--- config.mk ---
export PLATFORM = sky130hd
export DESIGN_NAME = dmem_arbiter
export DESIGN_NICKNAME = d
export VERILOG_FILES = /design/src/rtl/dmem_arbiter.sv
export SDC_FILE = /design/constraint.sdc
export NUM_CORES = 1
export LEC_CHECK = 0
export BUFFER_PORTS_ARGS = -buffer_cell sky130_fd_sc_hd__buf_2
export CAP_MARGIN = 20
export CORE_AREA = 2 2 120 122
export CTS_BUF_LIST = sky130_fd_sc_hd__clkbuf_2 sky130_fd_sc_hd__clkbuf_4 sky130_fd_sc_hd__clkbuf_8
export CTS_CLUSTER_DIAMETER = 150
export DETAILED_ROUTE_END_ITERATION = 10
export DIE_AREA = 0 0 122 124
export HOLD_SLACK_MARGIN = 0.15
export PLACE_DENSITY = 0.75
export REMOVE_ABC_BUFFERS = 1
export SYNTH_ARGS = -nofsm -noshare
export SYNTH_HDL_FRONTEND = slang
export SYNTH_SLANG_ARGS = --single-unit
--- constraint.sdc ---
create_clock -name clk -period 1.6 [get_ports clk]
set_input_delay 0.16 -clock clk [delete_from_list [all_inputs] [get_ports clk]]
set_output_delay 0.16 -clock clk [all_outputs]
set_load 0.05 [all_outputs]
--- src/rtl/dmem_arbiter.sv ---
// dmem_arbiter: shares one single-port data memory between the core LSU
// (port 0) and the debug/program loader (port 1). It keeps one transaction
// in flight at a time and picks the next owner round-robin when both ports
// ask at once.
//
// Flow per transaction: IDLE (arbitrate and latch) -> ISSUE (mem_en) ->
// WAIT (reads only, RD_LATENCY cycles) -> DONE (one-cycle done pulse).
// A misaligned or reserved-size request goes straight from IDLE to DONE with
// err set and never strobes the memory.
//
// Parameters:
//   RD_LATENCY  cycles from a read's mem_en to valid mem_rdata (1..15)
//   STAT_WIDTH  width of the per-port grant counters
//
// Ports:
//   clk, reset              rising-edge clock, asynchronous active-low reset
//   mX_req/we/addr/size/wdata  request from port X (held until that done)
//   mX_gnt                  port X owns the memory (ISSUE..DONE)
//   mX_done/err/rdata       completion pulse, reject flag and load data
//   mem_en/we/addr/size/wdata  memory request; fields hold the last latch
//   mem_rdata               memory read data
//   core_stall              m0_req & ~m0_done
//
// Optional build macro DMEM_ARB_STATS_EN adds m0_count/m1_count: saturating
// counts of successful (err=0) completions per port.
module dmem_arbiter #(
  parameter int unsigned RD_LATENCY = 1,
  parameter int unsigned STAT_WIDTH = 16
) (
  input  logic        clk,
  input  logic        reset,
  input  logic        m0_req,
  input  logic        m0_we,
  input  logic [31:0] m0_addr,
  input  logic [1:0]  m0_size,
  input  logic [31:0] m0_wdata,
  input  logic        m1_req,
  input  logic        m1_we,
  input  logic [31:0] m1_addr,
  input  logic [1:0]  m1_size,
  input  logic [31:0] m1_wdata,
  output logic        m0_gnt,
  output logic        m0_done,
  output logic        m0_err,
  output logic [31:0] m0_rdata,
  output logic        m1_gnt,
  output logic        m1_done,
  output logic        m1_err,
  output logic [31:0] m1_rdata,
  output logic        mem_en,
  output logic        mem_we,
  output logic [31:0] mem_addr,
  output logic [1:0]  mem_size,
  output logic [31:0] mem_wdata,
  input  logic [31:0] mem_rdata,
  output logic        core_stall
`ifdef DMEM_ARB_STATS_EN
  ,
  output logic [STAT_WIDTH-1:0] m0_count,
  output logic [STAT_WIDTH-1:0] m1_count
`endif
);

  typedef enum logic [1:0] {
    ST_IDLE,
    ST_ISSUE,
    ST_WAIT,
    ST_DONE
  } state_e;

  localparam logic [3:0] LAT_LOAD = 4'(RD_LATENCY - 1);

  if (RD_LATENCY < 1 || RD_LATENCY > 15) begin : g_bad_latency
    $error("dmem_arbiter: RD_LATENCY must be in 1..15");
  end
  if (STAT_WIDTH < 1) begin : g_bad_stat_width
    $error("dmem_arbiter: STAT_WIDTH must be at least 1");
  end

  state_e      state_q, state_d;
  logic        owner_q, owner_d;
  logic        last_q, last_d;
  logic        we_q, we_d;
  logic [31:0] addr_q, addr_d;
  logic [1:0]  size_q, size_d;
  logic [31:0] wdata_q, wdata_d;
  logic [3:0]  cnt_q, cnt_d;
  logic [31:0] rdata_q, rdata_d;
  logic        err_q, err_d;

  // Winner of the current IDLE cycle and its request fields.
  logic        win;
  logic        sel_we;
  logic [31:0] sel_addr;
  logic [1:0]  sel_size;
  logic [31:0] sel_wdata;
  logic        sel_bad;

  always_comb begin
    // On a tie the port that did not win last time goes first.
    win       = (m0_req && m1_req) ? ~last_q : m1_req;
    sel_we    = win ? m1_we    : m0_we;
    sel_addr  = win ? m1_addr  : m0_addr;
    sel_size  = win ? m1_size  : m0_size;
    sel_wdata = win ? m1_wdata : m0_wdata;
    sel_bad   = (sel_size == 2'd3) ||
                (sel_size == 2'd1 && sel_addr[0]) ||
                (sel_size == 2'd2 && sel_addr[1:0] != 2'b00);
  end

  always_ff @(posedge clk or negedge reset) begin
    if (!reset) begin
      state_q <= ST_IDLE;
      owner_q <= 1'b0;
      last_q  <= 1'b1;
      we_q    <= 1'b0;
      addr_q  <= '0;
      size_q  <= '0;
      wdata_q <= '0;
      cnt_q   <= '0;
      rdata_q <= '0;
      err_q   <= 1'b0;
    end else begin
      state_q <= state_d;
      owner_q <= owner_d;
      last_q  <= last_d;
      we_q    <= we_d;
      addr_q  <= addr_d;
      size_q  <= size_d;
      wdata_q <= wdata_d;
      cnt_q   <= cnt_d;
      rdata_q <= rdata_d;
      err_q   <= err_d;
    end
  end

  always_comb begin
    state_d = state_q;
    owner_d = owner_q;
    last_d  = last_q;
    we_d    = we_q;
    addr_d  = addr_q;
    size_d  = size_q;
    wdata_d = wdata_q;
    cnt_d   = cnt_q;
    rdata_d = rdata_q;
    err_d   = err_q;
    case (state_q)
      ST_IDLE: begin
        if (m0_req || m1_req) begin
          owner_d = win;
          last_d  = win;
          we_d    = sel_we;
          addr_d  = sel_addr;
          size_d  = sel_size;
          wdata_d = sel_wdata;
          rdata_d = '0;
          err_d   = sel_bad;
          state_d = sel_bad ? ST_DONE : ST_ISSUE;
        end
      end
      ST_ISSUE: begin
        if (we_q) begin
          state_d = ST_DONE;
        end else begin
          cnt_d   = LAT_LOAD;
          state_d = ST_WAIT;
        end
      end
      ST_WAIT: begin
        if (cnt_q == 4'd0) begin
          rdata_d = mem_rdata;
          state_d = ST_DONE;
        end else begin
          cnt_d = cnt_q - 4'd1;
        end
      end
      ST_DONE: state_d = ST_IDLE;
      default: state_d = ST_IDLE;
    endcase
  end

  logic busy;
  logic done;

  assign busy = (state_q != ST_IDLE);
  assign done = (state_q == ST_DONE);

  assign m0_gnt   = busy && !owner_q;
  assign m1_gnt   = busy &&  owner_q;
  assign m0_done  = done && !owner_q;
  assign m1_done  = done &&  owner_q;
  assign m0_err   = m0_done && err_q;
  assign m1_err   = m1_done && err_q;
  assign m0_rdata = m0_done ? rdata_q : '0;
  assign m1_rdata = m1_done ? rdata_q : '0;

  assign mem_en    = (state_q == ST_ISSUE);
  assign mem_we    = we_q;
  assign mem_addr  = addr_q;
  assign mem_size  = size_q;
  assign mem_wdata = wdata_q;

  assign core_stall = m0_req && !m0_done;

`ifdef DMEM_ARB_STATS_EN
  logic [STAT_WIDTH-1:0] cnt0_q, cnt0_d;
  logic [STAT_WIDTH-1:0] cnt1_q, cnt1_d;

  always_comb begin
    cnt0_d = cnt0_q;
    cnt1_d = cnt1_q;
    if (m0_done && !err_q && !(&cnt0_q)) cnt0_d = cnt0_q + STAT_WIDTH'(1);
    if (m1_done && !err_q && !(&cnt1_q)) cnt1_d = cnt1_q + STAT_WIDTH'(1);
  end

  always_ff @(posedge clk or negedge reset) begin
    if (!reset) begin
      cnt0_q <= '0;
      cnt1_q <= '0;
    end else begin
      cnt0_q <= cnt0_d;
      cnt1_q <= cnt1_d;
    end
  end

  assign m0_count = cnt0_q;
  assign m1_count = cnt1_q;
`endif

endmodule

# After elaboration in Yosys (flattened, before gate mapping)

Cells that the tools add are included.

Eq/ne operators: 10
Div/mod/pow operators: 0
Bitwise logic cells: 1
Reduce and logical (&&, ||, !) cells: 25
Add/sub/neg operators: 1
$lt $le $gt $ge: 0
Muxes and demuxes: 18
Multipliers: 0
Shift-type cells: 0

Operators with widths:

| cell                  | number |
|---|---|
| $mux W32              | 6 |
| $pmux W32 S2          | 1 |
| $logic_and A1 B1 Y1   | 10 |
| $eq A2 B2 Y1 const B  | 4 |
| $mux W2               | 4 |
| $mux W4               | 2 |
| $ne A2 B2 Y1 const B  | 4 |
| $pmux W2 S4           | 1 |
| $pmux W4 S2           | 1 |
| $reduce_bool A2 Y1    | 4 |
| $reduce_and A3 Y1     | 2 |
| $eq A2 B1 Y1 const B  | 2 |
| $logic_not A4 Y1      | 1 |
| $reduce_and A2 Y1     | 2 |
| $sub A4 B1 Y4 const B | 1 |
| $logic_or A1 B1 Y1    | 3 |
| $mux W1               | 3 |
| $logic_not A1 Y1      | 2 |
| $logic_not A2 Y1      | 1 |
| $not A1 Y1            | 1 |

Output and inout port bits: 139
Memory bits (read-only): 0
Memories kept: 0
Memory bits (writable): 0
Word-level logic and storage cells: 65
Bits in registers: 108
Latch bits: 0
Bits of input ports: 170

# Longest topological paths before layout

Gate-level depths: netlist of the first run.

Depth in word-level cells: 10
Depth in mapped cells: 8
Mapped depth without buffers: 6

# Worst setup path after synthesis of the first run

OpenSTA, ideal clock, no wires.

Path type: register -> output
From: register state_q[1]
To: output m0_rdata[22]
Slack: -0.602 ns
Cell stages (with the launch flop): 5
Data required time: 1.440 ns
Buffers on the path: 1
Arrival time: 2.042 ns
Path through: dfrtp_1 ha_1 nor2b_1 clkbuf_1 and2_1

Word-level cells in the longest chain between the ends: 3

Ends and longest elaborated chain:

| item                     | RTL line | source |
|---|---|---|
| start: declaration       | 80       | `state_e state_q, state_d;` |
| start signal: assignment | 124      | `state_q <= state_d;` |
| $eq A2 B2 Y1             | 187      | `assign done = (state_q == ST_DONE);` |
| $logic_and A1 B1 Y1      | 191      | `assign m0_done = done && !owner_q;` |
| via m0_done              | 43       | `output logic m0_done,` |
| $mux W32                 | 195      | `assign m0_rdata = m0_done ? rdata_q : '0;` |
| end: declaration         | 45       | `output logic [31:0] m0_rdata,` |

The timed path passes the listed nets, and every way through them passes these cells.

# Worst setup path after layout of the first run

From: register state_q[1]
To: register rdata_q[15]

Word-level cells in the longest chain between the ends: 3
Elaborated cells on any way between the ends: 7
Classes of those cells: eq/ne: 3; mux: 1; reduce/logical: 3

Ends and longest elaborated chain:

| item                                                                       | RTL line | source |
|---|---|---|
| $eq A2 B2 Y1 / $logic_not A2 Y1 (equally long branches)                    | 148      | `case (state_q)` |
| $ne A2 B2 Y1 (no source line) / $reduce_bool A2 Y1 (equally long branches) | --       |  |
| $reduce_and A3 Y1 (no source line)                                         | --       |  |
| end signal: assignment                                                     | 132      | `rdata_q <= rdata_d;` |
| end: declaration                                                           | 88       | `logic [31:0] rdata_q, rdata_d;` |

Several ways; a longest one is shown, not always the timed one.
A chain may end at the register's enable or synchronous reset.

==> results by group, run 1 <==
Global routing
  – Initial antenna violation count: 1
  – First-pass GRT wire length: 35600 um
  – Largest net degree at the start of global routing: 63
  – Vias in the first global route: 6745
  – Remaining Overflow, GRT: 0
  – Total global-route track usage: 30.8%

Timing
  – Min Hold Slack: 207 ps
  – Fmax: 0.493 GHz
  – Slew Viols, Final: 0
  – Clk_skew: 17.0 ps
  – Slew Limit Headroom: 69.1%
  – Worst slew pin tran: 462 ps
  – RSZ-0062 raised after global routing: yes
  – Final Hold Fails: 0
  – Minimum clock period: 2030 ps
  – Final period utilization: 127%
  – Setup WS post-layout: -429 ps
  – Final setup fails: 176

Clocking
  – CTS max path bufs: 2
  – Skew-Pair Late Insertion Delay: 390 ps
  – Clk pin slew, worst setup/hold paths: 110 ps
  – Root Driver: clkbuf_8
  – Clk sinks: 108
  – CTS tree: yes
  – CTS buffer count: 9
  – H-tree levels: 3

Synth
  – Sequential area share after synthesis: 51.2%
  – XOR/XNOR Fraction of Synth Area: 0%
  – Largest family of logic cells by synthesized area: compound AO/OA/AOI/OAI gates
  – Post-synthesis mux area share: 12.9%
  – EDFF count, synth: 0
  – Synth Register Bits: 108
  – Synth Area in Compound Gates: 15.2%
  – Top cells by area, synth: dfrtp_1 51%, mux2i_1 13%, o21ai_0 6.1%
  – Post-synth top cells: 107 x dfrtp_1, 69 x nand2_1, 68 x mux2i_1
  – Synth top area share: 50.7%
  – Post-synthesis cell area: 5280 um^2
  – Count of different cell masters after synthesis: 40
  – Simple-gate share of the synthesized area: 14.9%
  – Cell taking the most area after synthesis: dfrtp_1
  – Adder-Cell Fraction of Synth Area: 1.19%
  – Synth Instances: 501
  – Ys async rst share: 100%
  – Ys flop type: dfrtp_1
  – Average size of a mapped cell: 10.5 um^2
  – Synth warnings: 0
  – Most common cell in the netlist: dfrtp_1

Outcome
  – Status: complete, but fails checks
  – Failing checks: setup timing

Drt
  – Antenna-violating nets left: 0
  – Via count: 6360
  – Drt initial violations: 481
  – First-pass DRT Iterations: 5
  – Wire per inst: 21.3 um
  – Vias per inst: 5.34
  – WL final: 25400 um
  – Drt drc: 0

Power and ir drop
  – P per Cell Area: 1860 nW/um^2
  – Pleak: 5.12 nW
  – Peak VDD IR: 1.18 mV

Cells and area
  – Layout cells sized above 1: 46.2%
  – Area taken by multi-input logic gates: 2730 um^2
  – Seq. cell area: 2700 um^2
  – Filler cell count: 774
  – Area Overhead vs Synth: 95.5%
  – Fin area: 10300 um^2
  – Fin nets: 1181

Setup path
  – CP Cell Sequence: buf_4 -> buf_4 -> inv_4 -> ha_4 -> nor3b_4 -> buf_4 -> buf_4 -> a21oi_4 -> buf_12 -> o21ai_4 -> a22o_1
  – Critical-path maximum fanout: 8
  – CP Class: flop to flop
  – Startpoint Class: flop
  – Setup crit end kind: flop
  – Depth of the worst register-to-register path: 11
  – Worst path most repeated cell: buf_4
  – CP max-delay cell: dfrtp_1
  – Largest delay contributor family on the critical path: buffers and inverters
  – Critical Path AT: 2290 ps
  – Critical Path RT: 1860 ps
  – Max incr delay on CP: 380 ps
  – Number of buffers and inverters on the critical path: 6
  – WP depth: 11

Floorplanning
  – Core Area: 13700 um^2
  – Total die area: 15100 um^2
  – Die span in y: 124 um
  – Starting Density: 38.5%
  – Io pins: 309
  – Die extent in x: 122 um
  – Row cnt: 43

Job
  – # Max-Cap Violations: 0

Placed design
  – Port Buffers: 308
  – Hpwl dp: 11400 um
  – Routability cong.: 0.791
  – Area after DPL: 7180 um^2

Worst hold path
  – Hold WC Path Type: primary input to asynchronous set/reset pin
## registers in the layout, indices dropped and copies added, names as in the netlist
signal     cells
last_q         1
state_q        2
err_q          1
mem_addr      32
mem_wdata     32
cnt_q          4
mem_size       2
mem_we         1
owner_q        1
rdata_q       32
## cell usage in the layout, fill, tap and decap left out, types with 2 or more instances in the layout
cell	synthesis	final
inv_1	6	4
o21ai_1	6	21
a22o_2	3	2
buf_8	0	6
clkinv_4	0	3
clkbuf_16	0	2
a22o_1	32	32
nand2_1	69	68
buf_2	10	235
dlygate4sd3_1	0	169
o31ai_1	2	2
buf_6	7	76
dfrtp_1	107	107
mux2i_1	68	68
a21oi_1	4	4
ha_4	0	4
and2_4	0	28
buf_4	1	29
nor2b_4	0	2
and3_4	0	33
and2_1	34	6
buf_16	0	3
o21ai_0	64	47
clkbuf_8	0	10
o22ai_1	3	3
o21ai_4	1	5
buf_12	0	11
## layer usage
metal | global-route usage [%] | vias to the layer above | wire length [um]
met5 | 0 | - | 0
met4 | 19.3 | 0 | 1280
met3 | 9.25 | 115 | 2500
met2 | 50.9 | 446 | 12500
met1 | 35.0 | 3017 | 9090
li1 | - | 2782 | -
## timing repair
action / CTS / global route
setup buffers: 11 / 7
hold buffers: 169 / 0
hold endpoints to repair: 208 / 0
gates resized for setup: 221 / 49
setup endpoints to repair: 106 / 173
pin swaps: 6 / 7
cloned: 8 / 4
## worst register-to-register path: cells and delay by family, from the launching register on
kind,cells,cell delay (ps)
compound gates,3,530
fa+ha+maj,1,160
buf+inv,6,690
flops,1,380
simple gates,1,150
## kinds of logic after synthesis
kind of cell | count (synthesis)
and+or+nand+nor | 150
AOI/OAI and AO/OA | 123
DFF | 108
muxes | 68
buffers and inverters | 47
adders and majority gates | 5
## final cells by class
cell class                      instances  area share, %
Tap cell                              180           2.18
Antenna cell                            1         0.0243
Timing Repair Buffer                  532           42.8
Clock buffer                           10           1.33
Multi-Input combinational cell        349           26.5
Clock inverter                          6          0.703
Sequential cell                       108           26.2
Inverter                                6          0.243
## power breakdown
group	switching [mW]	internal [mW]	total, mW
clock network	1.01	0.781	1.79
registers	0.959	3.97	4.93
logic	8.06	4.41	12.5
total	10.0	9.16	19.2
## path summary, 6_finish.rpt
check	start	slack, ps	endpoint
max	state_q[1]	-430	rdata_q[15]
min	reset	210	mem_wdata[23]
max reg2reg	state_q[1]	-430	rdata_q[15]
min reg2reg	mem_wdata[30]	490	mem_wdata[30]
max in group asynchronous	reset	860	rdata_q[8]
min in group clk	m1_req	330	owner_q
## stage by stage
step	setup WS [ps]	util (%)	std cells	TNS, ps	total power [mW]
floorplan	-4770	-	460	-362600	11.2
global placement	-263	52.3	979	-7670	13.9
detailed placement	-344	52.3	979	-10310	14.1
CTS	-316	73.7	1182	-23720	18.0
global route	-471	75.2	1191	-56720	19.9
finish	-429	75.2	1192	-45340	19.2
(Power assumes the default switching activity.)
==> run 2, diff against run 1 <==
- CORE_AREA: 2 2 120 122 -> not set
- CORE_MARGIN: not set -> 2
- CORE_UTILIZATION: not set -> 40
- DIE_AREA: 0 0 122 124 -> not set
- GPL_ROUTABILITY_DRIVEN: not set -> 0
- PLACE_DENSITY: 0.75 -> 0.78
==> results by group, run 2 (same netlist as run 1, synthesis figures left out) <==
Timing
  – RSZ-0062 raised after global routing: yes (unchanged)
  – Setup WS post-layout: -412 ps (was -429 ps)
  – Min Hold Slack: 243 ps (was 207 ps)
  – Slew Limit Headroom: 64.0% (was 69.1%)
  – Final period utilization: 126% (was 127%)
  – Worst slew pin tran: 535 ps (was 462 ps)
  – Final Hold Fails: 0 (unchanged)
  – Fmax: 0.497 GHz (was 0.493 GHz)
  – Final setup fails: 155 (was 176)
  – Minimum clock period: 2010 ps (was 2030 ps)
  – Clk_skew: 12.3 ps (was 17.0 ps)
  – Final TNS setup: -31670 ps (was -45340 ps)
  – Slew Viols, Final: 0 (unchanged)

Drt
  – Antenna-violating nets left: 0 (unchanged)
  – First-pass DRT Iterations: 5 (unchanged)
  – Drt drc: 0 (unchanged)
  – WL final: 25900 um (was 25400 um)
  – Via count: 6517 (was 6360)
  – Vias per inst: 5.50 (was 5.34)
  – Wire per inst: 21.8 um (was 21.3 um)
  – Drt initial violations: 535 (was 481)

Cells and area
  – Non-filler cells, final: 1185 (was 1192)
  – Most frequent cells in the layout: 235 x buf_2, 169 x dlygate4sd3_1, 107 x dfrtp_1, 68 x mux2i_1, 68 x nand2_1 (was 235 x buf_2, 169 x dlygate4sd3_1, 107 x dfrtp_1, 76 x buf_6)
  – Commonest non-fill, non-tap cell in the layout: buf_2 (unchanged)
  – Layout cells sized above 1: 45.2% (was 46.2%)
  – Fin nets: 1181 (unchanged)
  – Filler cell count: 624 (was 774)
  – Seq. cell area: 2700 um^2 (unchanged)
  – Area Overhead vs Synth: 95.3% (was 95.5%)
  – Area taken by multi-input logic gates: 2690 um^2 (was 2730 um^2)

Floorplanning
  – Die extent in x: 119 um (was 122 um)
  – Total die area: 14100 um^2 (was 15100 um^2)
  – Starting Density: 41.3% (was 38.5%)
  – Io pins: 309 (unchanged)
  – Die span in y: 119 um (was 124 um)
  – Row cnt: 41 (was 43)
  – Core Area: 12800 um^2 (was 13700 um^2)

Worst hold path
  – Hold WC Path Type: primary input to asynchronous set/reset pin (unchanged)

Setup path
  – Startpoint Class: flop (unchanged)
  – Critical Path AT: 1850 ps (was 2290 ps)
  – Critical-path maximum fanout: 17 (was 8)
  – CP Class: flop to output port (was flop to flop)
  – Critical Path RT: 1440 ps (was 1860 ps)
  – Setup crit end kind: output port (was flop)

Global routing
  – First-pass GRT wire length: 37000 um (was 35600 um)
  – Initial antenna violation count: 0 (was 1)
  – Remaining Overflow, GRT: 0 (unchanged)
  – Vias in the first global route: 6895 (was 6745)
  – Total global-route track usage: 33.4% (was 30.8%)
  – Largest net degree at the start of global routing: 65 (was 63)

Power and ir drop
  – P per Cell Area: 1810 nW/um^2 (was 1860 nW/um^2)
  – Pleak: 5.10 nW (was 5.12 nW)
  – Peak VDD IR: 1.20 mV (was 1.18 mV)

Job
  – # Max-Cap Violations: 0 (unchanged)

Clocking
  – CTS max path bufs: 2 (unchanged)
  – H-tree levels: 3 (unchanged)
  – Skew-Pair Late Insertion Delay: 380 ps (was 390 ps)
  – CTS buffer count: 9 (unchanged)
  – Clk pin slew, worst setup/hold paths: 110 ps (about the same)
  – CTS tree: yes (unchanged)
  – Clk sinks: 108 (unchanged)
  – Root Driver: clkbuf_8 (unchanged)

Placed design
  – Setup slack at placement: -336 ps (was -344 ps)
  – Port Buffers: 308 (unchanged)
  – Dpl cells: 974 (was 979)
  – Hpwl dp: 11600 um (was 11400 um)

Outcome
  – Failing checks: setup timing (unchanged)
  – Status: complete, but fails checks (unchanged)
run 2: power breakdown:
group          leakage (nW)  total, mW  switching (mW)  internal, mW
registers              1.35       4.93           0.964          3.97
clock network        0.0860       1.58            1.00         0.576
logic                  3.66       12.2            7.96          4.24
total                  5.10       18.7            9.92          8.78
run 2: final cells by class:
cell class | instances | area share [%]
timing repair buffer | 532 | 43.6
clock inverter | 7 | 0.498
sequential | 108 | 26.2
inverter | 6 | 0.218
tap | 172 | 2.09
multi-input combinational | 349 | 26.1
clock buffer | 9 | 1.20
antenna | 2 | 0.0486
run 2: metrics by stage:
step	util [%]	instance area, um^2	total power [mW]
global route	80.7	10300	19.4
finish	80.7	10300	18.7
floorplan	-	5050	11.2
CTS	78.2	9980	17.4
global placement	56.3	7190	13.9
detailed placement	56.3	7190	14.1
run 2: worst max-delay path, stage by stage, from the launching register on:
cell and delay [ps]:
dfrtp_1 400, buf_6 130, ha_4 150, nor2b_4 220
clkbuf_16 200, and2_1 190, buf_6 180
run 2: metal layers:
metal / global-route usage [%] / up-vias / part of all wire (%)
met5: 0 / - / 0
met2: 56.3 / 521 / 49
met3: 8.52 / 127 / 9.0
li1: - / 2782 / -
met4: 19.1 / 0 / 5.6
met1: 38.5 / 3087 / 36
run 2: timing repair:
item	4_1_cts	5_1_grt
pin swaps	2	5
setup buffers	7	8
hold buffers	169	0
endpoints found under the setup margin	106	173
gates cloned	7	4
hold endpoints to repair	208	0
gates resized for setup	209	58
run 2: worst paths after layout:
check,cells past startpoint,end,slack [ps],from
max,6,m0_rdata[6],-410,state_q[0]
min,2,mem_addr[1],240,reset
max reg2reg,6,rdata_q[18],-360,state_q[0]
min reg2reg,2,mem_wdata[27],480,mem_wdata[27]
max in group asynchronous,3,mem_wdata[26],790,reset
min in group clk,5,mem_wdata[2],470,m1_req
